$ cat config.mk
export PLATFORM = sky130hd
export DESIGN_NAME = clock_alarm_ctrl
export DESIGN_NICKNAME = d
export VERILOG_FILES = /design/src/rtl/clock_alarm_ctrl.sv
export SDC_FILE = /design/constraint.sdc
export NUM_CORES = 1
export LEC_CHECK = 0
export ABC_AREA = 1
export CORE_ASPECT_RATIO = 0.6
export CORE_MARGIN = 3
export CORE_UTILIZATION = 50
export CTS_CLUSTER_SIZE = 10
export DETAILED_ROUTE_END_ITERATION = 10
export GPL_TIMING_DRIVEN = 0
export PLACE_DENSITY = 0.77
export SYNTH_ARGS = -nofsm -noshare
export SYNTH_HDL_FRONTEND = slang
export SYNTH_SLANG_ARGS = --single-unit
$ cat constraint.sdc
create_clock -name clk -period 1.9 [get_ports clk]
set_input_delay 0.38 -clock clk [delete_from_list [all_inputs] [get_ports clk]]
set_output_delay 0.38 -clock clk [all_outputs]
set_load 0.01 [all_outputs]
$ cat src/rtl/clock_alarm_ctrl.sv
// Alarm controller fed by the mm:ss clock counter: programmable alarm, ring/snooze FSM.
// Optional hourly chime pulse enabled with `define CLOCK_ALARM_CHIME_EN.
module clock_alarm_ctrl #(
    parameter int unsigned RING_SECS   = 30,
    parameter int unsigned SNOOZE_SECS = 20,
    parameter int unsigned MAX_SNOOZE  = 3
) (
    input  logic       clk,
    input  logic       rst,
    input  logic [5:0] sec,
    input  logic [5:0] min,
    input  logic       set_valid,
    input  logic [5:0] set_min,
    input  logic [5:0] set_sec,
    output logic       set_ready,
    output logic       set_err,
    input  logic       arm,
    input  logic       disarm,
    input  logic       stop,
    input  logic       snooze,
    output logic       ring,
    output logic [1:0] state,
    output logic [2:0] snooze_left,
    output logic       chime
);

    typedef enum logic [1:0] {
        IDLE    = 2'd0,
        ARMED   = 2'd1,
        RINGING = 2'd2,
        SNOOZE  = 2'd3
    } state_t;

    localparam logic [5:0] RING_LAST = 6'(RING_SECS - 1);
    localparam logic [5:0] SNZ_LAST  = 6'(SNOOZE_SECS - 1);
    localparam logic [2:0] SNZ_FULL  = 3'(MAX_SNOOZE);

    state_t     r_state;
    logic       r_ring;
    logic       r_set_err;
    logic [5:0] r_alarm_min;
    logic [5:0] r_alarm_sec;
    logic [2:0] r_snooze_left;
    logic [5:0] r_sec_q;
    logic [5:0] r_ring_cnt;
    logic [5:0] r_snz_cnt;

    state_t     w_nxt_state;
    logic [5:0] w_nxt_ring_cnt;
    logic [5:0] w_nxt_snz_cnt;
    logic [2:0] w_nxt_left;
    logic       w_tick;
    logic       w_match;
    logic       w_load;
    logic       w_set_bad;

    // A change of sec marks the one cycle of each second, whatever the clk/sec ratio.
    assign w_tick    = (sec != r_sec_q);
    assign w_match   = w_tick && (min == r_alarm_min) && (sec == r_alarm_sec);
    assign set_ready = (r_state == IDLE) || (r_state == ARMED);
    assign w_load    = set_valid && set_ready;
    assign w_set_bad = (set_min > 6'd59) || (set_sec > 6'd59);

    always_comb begin
        w_nxt_state    = r_state;
        w_nxt_ring_cnt = r_ring_cnt;
        w_nxt_snz_cnt  = r_snz_cnt;
        w_nxt_left     = r_snooze_left;
        case (r_state)
            IDLE: begin
                if (arm) w_nxt_state = ARMED;
            end
            ARMED: begin
                if (disarm) begin
                    w_nxt_state = IDLE;
                end else if (w_match) begin
                    w_nxt_state    = RINGING;
                    w_nxt_ring_cnt = '0;
                end
            end
            RINGING: begin
                if (disarm) begin
                    w_nxt_state = IDLE;
                    w_nxt_left  = SNZ_FULL;
                end else if (stop) begin
                    w_nxt_state = ARMED;
                    w_nxt_left  = SNZ_FULL;
                end else if (snooze && (r_snooze_left != '0)) begin
                    w_nxt_state   = SNOOZE;
                    w_nxt_left    = r_snooze_left - 3'd1;
                    w_nxt_snz_cnt = '0;
                end else if (w_tick) begin
                    if (r_ring_cnt == RING_LAST) begin
                        w_nxt_state = ARMED;
                        w_nxt_left  = SNZ_FULL;
                    end else begin
                        w_nxt_ring_cnt = r_ring_cnt + 6'd1;
                    end
                end
            end
            SNOOZE: begin
                if (disarm) begin
                    w_nxt_state = IDLE;
                    w_nxt_left  = SNZ_FULL;
                end else if (stop) begin
                    w_nxt_state = ARMED;
                    w_nxt_left  = SNZ_FULL;
                end else if (w_tick) begin
                    if (r_snz_cnt == SNZ_LAST) begin
                        w_nxt_state    = RINGING;
                        w_nxt_ring_cnt = '0;
                    end else begin
                        w_nxt_snz_cnt = r_snz_cnt + 6'd1;
                    end
                end
            end
            default: w_nxt_state = IDLE;
        endcase
    end

    always_ff @(posedge clk) begin
        if (rst) begin
            r_state       <= IDLE;
            r_ring        <= 1'b0;
            r_set_err     <= 1'b0;
            r_alarm_min   <= '0;
            r_alarm_sec   <= '0;
            r_snooze_left <= SNZ_FULL;
            r_sec_q       <= '0;
            r_ring_cnt    <= '0;
            r_snz_cnt     <= '0;
        end else begin
            r_state       <= w_nxt_state;
            r_ring        <= (w_nxt_state == RINGING);
            r_set_err     <= w_load && w_set_bad;
            r_snooze_left <= w_nxt_left;
            r_sec_q       <= sec;
            r_ring_cnt    <= w_nxt_ring_cnt;
            r_snz_cnt     <= w_nxt_snz_cnt;
            if (w_load && !w_set_bad) begin
                r_alarm_min <= set_min;
                r_alarm_sec <= set_sec;
            end
        end
    end

`ifdef CLOCK_ALARM_CHIME_EN
    logic r_chime;
    always_ff @(posedge clk) begin
        if (rst) r_chime <= 1'b0;
        else     r_chime <= w_tick && (min == 6'd0) && (sec == 6'd0);
    end
    assign chime = r_chime;
`else
    assign chime = 1'b0;
`endif

    assign ring        = r_ring;
    assign state       = r_state;
    assign set_err     = r_set_err;
    assign snooze_left = r_snooze_left;

endmodule

Word-level counts from Yosys, hierarchy flattened:

Cells that the tools add are included.

* word-level logic and storage cells: 96
* input port bits: 31
* output and inout bits: 9
* flip-flop bits (word level): 37

* equal/unequal tests: 25
* mux-type cells: 41
* add/subtract/negate cells: 3
* $lt $le $gt $ge: 2
* reduce and logical (&&, ||, !) cells: 16

Operators by type and width (number)
* $mux W6: 18
* $ne A2 B2 Y1 const B: 13
* $mux W2: 12
* $mux W3: 7
* $pmux W6 S3: 1
* $add A6 B1 Y6 const B: 2
* $eq A6 B5 Y1 const B: 2
* $eq A6 B6 Y1: 2
* $gt A6 B6 Y1 const B: 2
* $pmux W6 S2: 1
* $reduce_and A12 Y1: 1
* $ne A5 B5 Y1 const B: 2
* $pmux W2 S4: 1
* $reduce_and A8 Y1: 1
* $eq A2 B2 Y1 const B: 3
* $logic_and A1 B1 Y1: 6
* $ne A6 B6 Y1: 1
* $pmux W3 S2: 1
* $reduce_bool A3 Y1: 2
* $reduce_and A4 Y1: 1
* $ne A3 B3 Y1 const B: 1
* $sub A3 B1 Y3 const B: 1
* $eq A2 B1 Y1 const B: 1
* $logic_not A2 Y1: 1
* other kinds (3): 4

Longest topological paths before layout:

Gate-level depths: netlist of run 1.

* word-level depth: 8
* gate-level depth with buffers: 13
* mapped depth without buffers: 13

Least setup slack after synthesis of run 1:

OpenSTA, ideal clock, no wires.

* kind: register to register
* from: register r_snooze_left[0] (netlist: snooze_left[0])
* to: register r_snz_cnt[5]
* buffers on the path: 0
* setup slack: 0.405 ns
* data required time: 1.785 ns
* clock period less this slack: 1.495 ns
* setup time: 0.115 ns
* stages on the path, launching flop included: 12
* arrival: 1.380 ns
* cells stage by stage: dfxtp_1 -> inv_1 -> ha_1 -> nand2_1 -> nand2_1 -> nand2_1 -> nand3_2 -> nand2_2 -> nand2_4 -> nor2_2 -> xnor2_1 -> nor2_1

* word-level cells in the longest chain between the ends: 4

RTL lines
* from (decl): RTL line 43 `logic [2:0] r_snooze_left;`
* from (signal assigned): RTL line 136 `r_snooze_left <= w_nxt_left;`
* $reduce_bool A3 Y1: RTL line 88 `end else if (snooze && (r_snooze_left != '0)) begin`
* $logic_and A1 B1 Y1: RTL line 88
* $ne A2 B2 Y1 (no source line)
* $reduce_and A8 Y1 (no source line)
* to (signal assigned): RTL line 139 `r_snz_cnt <= w_nxt_snz_cnt;`
* to (decl): RTL line 46 `logic [5:0] r_snz_cnt;`

No other way between the ends.
A chain may end at the register's enable or synchronous reset.

Final worst setup path of run 1:

* from: input sec[3]
* to: register r_snooze_left[2] (netlist: snooze_left[2])

* word-level cells in the longest chain between the ends: 3

RTL lines
* from (decl): RTL line 10 `input logic [5:0] sec,`
* $ne A6 B6 Y1: RTL line 58 `assign w_tick = (sec != r_sec_q);`
* $ne A5 B5 Y1 (no source line)
* $reduce_and A4 Y1 (no source line)

No other way between the ends.

==> run_results.csv, run 1 <==
group,metric,value,unit
run_status,status,"complete, no violations",
sta,period_minus_slack,1.75,ns
synth,synthCells,331,
power,p_int,1.35,mW
final_layout,finalInstanceArea,0.00276,mm2
clocking,cts-root-buf,"clkbuf_8",
synth,yosys-top-cells-area,"dfxtp_1 34%, nand2_1 16%, inv_1 6.7%, nor2_1 5.5%, a21oi_1 4.8%",
placement,postPlaceCellArea,0.00262,mm2
power,p_sw,452,uW
synth,ys_ff_latch,37,
clocking,clock_latency,0.29,ns
sta,fmax,571,MHz
global_routing,grt_first_pass_wirelength,8870,um
run,cap_violations,0,
placement,place_congestion,0.861,
sta,hold_ws,0.386,ns
synth,yosysTopAreaCellShare,34.0,%
placement,hpwlAfterDp,3900,um
sta,hold_violations,0,
final_layout,diodes,0,
power,leakagePower,1.24,nW
clocking,ctsHoldBuffers,0,
floorplanning,num_rows,17,
synth,yosysMostFrequentCell,"nand2_1",
floorplanning,die_h,57.1,um
synth,yosysWarnings,0,
global_routing,globalRouteOverflowTotal,0,
worst_setup_path,cp-start-kind,"input pin",
clocking,cts.sinks,37,
sta,tns,0,ns
power,switching_share,25.0,%
clocking,clk_path_buf_depth,2,
sta,fin_crit_sh,92.1,%
worst_setup_path,crit_type,"input pin to register",
synth,synth_edf_count,0,
synth,synth_top_family_by_area,"simple AND/OR/NAND/NOR gates",
worst_setup_path,cp_slowest_cell,"clkdlybuf4s50_1",
floorplanning,io_pins,40,
power,p_clk_share,39.4,%
sta,final_max_slew_viol_count,0,
final_layout,syn_to_final_growth,26.8,%
final_layout,multi_input_comb_area,0.00120,mm2
power,irDropWorstVdd,0.539,mV
route,viasPerCell,4.77,
synth,synth_area,0.00218,mm2
global_routing,grtUsageTotal,21.3,%
power,p_total,1.81,mW
worst_setup_path,crit_required,2.08,ns
final_layout,finish.net_count,411,
synth,synthSimpleGateAreaFrac,36.4,%
global_routing,grt_pass1_vias,1922,
final_layout,seq_area,741,um2
synth,synth_fa_ha_area_share,2.87,%
synth,syn_nets,367,
worst_setup_path,slowest_delay,0.53,ns
route,firstDrtPassIters,4,
route,dr_total_vias,2066,
synth,yosys.area_share.xor_xnor,3.62,%
power,p_comb_share,14.9,%
clocking,path_clk_slew,0.07,ns
sta,setup_viol,0,
floorplanning,start_util,55.7,%
placement,port_buffers,37,
synth,muxShareOfSynthArea,0,%
synth,synthFlopType,"dfxtp_1",
worst_setup_path,critPathMaxFanout,6,
synth,yosys.area.top_type,"dfxtp_1",
route,drc,0,
synth,synth-async-reset-ratio,0,%
synth,synth.avg_cell_area,6.58,um2
route,antenna_left,0,
synth,synth_common_cells,"94 x nand2_1, 39 x inv_1, 37 x dfxtp_1, 32 x nor2_1, 21 x a21oi_1",
clocking,htree_levels,2,
clocking,cts_tree,"built",
worst_setup_path,endpoint_kind,"register",
power,p_per_area,654,mW/mm2
power,p_seq_share,45.7,%
clocking,cts_resized,0,
global_routing,grt_start_max_net_pins,13,
route,wl_per_cell,11.7,um
synth,synth-compound-area-share,11.3,%
floorplanning,dieArea,0.00521,mm2
route,drt_first_iter_violations,86,
hold_path,min_path_type,"input pin to register",
worst_setup_path,critPathArrivalTime,1.93,ns
sta,fin_skew,0.00511,ns
worst_setup_path,path_cells,"clkdlybuf4s50_1 > inv_2 > nand2_1 > nand2_1 > nor2_2 > nand3_4 > nand2_1 > nand2_1 > nand2_1 > o21ai_2 > o21ai_0 > nor2_1",
sta,rsz0062_at_grt,"false",
global_routing,grt_antenna_before_repair,0,
worst_setup_path,cp_common_cell,"nand2_1",
floorplanning,die_w,91.2,um
route,drt-total-wl,5080,um
final_layout,drive_gt1_share,14.4,%
synth,ys_seq_area_share,34.0,%
synth,ys_types,33,
floorplanning,core,0.00391,mm2
clocking,post_cts_buffers,0,
clocking,numCtsBuffers,5,
final_layout,fillers,356,
final_layout,utilization,70.6,%
## metal layers
| layer | vias to the layer above | global-route usage (%) | wire, um |
|---|---|---|---|
| met5 | - | 0 | 0 |
| met4 | 0 | 7.51 | 51 |
| met3 | 4 | 5.67 | 225 |
| met2 | 29 | 31.1 | 2040 |
| met1 | 915 | 30.4 | 2760 |
| li1 | 1118 | - | - |
## sequential cells by signal, indices dropped and copies added, names as in the netlist
register     cells
state            2
r_alarm_sec      6
r_sec_q          6
r_ring_cnt       6
r_snz_cnt        6
ring             1
snooze_left      3
set_err          1
r_alarm_min      6
## cell usage in the layout (no fill, tap or decap), drive strengths merged
master,netlist,final
nand2,101,101
xnor2,7,7
clkinvlp,0,1
a41oi,1,1
o21ai,17,17
nor4,2,2
conb,1,1
a21boi,2,2
buf,2,2
nor2,39,39
bufinv,0,1
ha,5,5
clkdlybuf4s50,0,35
o211ai,1,1
dfxtp,37,37
xor2,2,2
dlymetal6s2s,0,2
clkbuf,5,11
clkinv,1,1
inv,55,55
nor3,2,2
a21oi,23,23
nand3,26,26
nand4,2,2
## cell families (layout without fill, tap and decap cells)
family	Yosys count	after routing
AND/OR/NAND/NOR	172	172
buffers and inverters	63	108
flip-flops	37	37
other	1	1
AO/OA/AOI/OAI	44	44
adder cells (fa/ha/maj)	5	5
XOR/XNOR	9	9
## final timing paths
check / from / endpoint / slack (ns) / depth (start not counted)
max: sec[3] / snooze_left[2]$_SDFFE_PP0P_ / 0.15 / 12
min: sec[5] / r_sec_q[5]$_SDFF_PP0_ / 0.39 / 3
max reg2reg: r_ring_cnt[0]$_SDFFE_PP0P_ / snooze_left[1]$_SDFFE_PP1P_ / 0.19 / 10
min reg2reg: r_alarm_min[2]$_SDFFE_PP0P_ / r_alarm_min[2]$_SDFFE_PP0P_ / 0.47 / 2
## cell type report
type / count / area share (%)
Multi-Input combinational cell: 231 / 43.5
Sequential cell: 37 / 26.8
Timing Repair Buffer: 37 / 13.6
Inverter: 56 / 7.79
Clock buffer: 6 / 2.99
Tap cell: 57 / 2.58
Buffer: 7 / 1.40
Clock inverter: 2 / 1.36
## metrics by stage
stage,instances,setup WS [ns]
2_1_floorplan,331,0.405
3_3_place_gp,425,-0.211
3_5_place_dp,425,-0.247
4_1_cts,433,0.0511
5_1_grt,433,0.0131
6_report,433,0.150
## power by group through the flow
stage	combinational, mW	sequential, mW	clock (mW)
CTS	0.265	0.825	0.729
floorplan	0.154	0.841	0
global route	0.304	0.830	0.758
global placement	0.259	0.842	0
detailed placement	0.263	0.843	0
finish	0.268	0.825	0.712
## worst max-delay path: cells and delay by family
family	cells	cell delay, ns
AO/OA/AOI/OAI	2	0.23
buffers and inverters	2	0.59
AND/OR/NAND/NOR	8	0.70
Note: power is estimated with default switching activity, not from simulation.
==> run 2, diff against run 1 <==
SLEW_MARGIN = 20   (was unset)
==> results of run 2 <==
Final layout, timing and power as in run 1 (identical DEF).
==> run 3, diff against run 2 <==
SLEW_MARGIN = 10   (was 20)
==> results of run 3 <==
Final layout, timing and power as in run 1 (identical DEF).
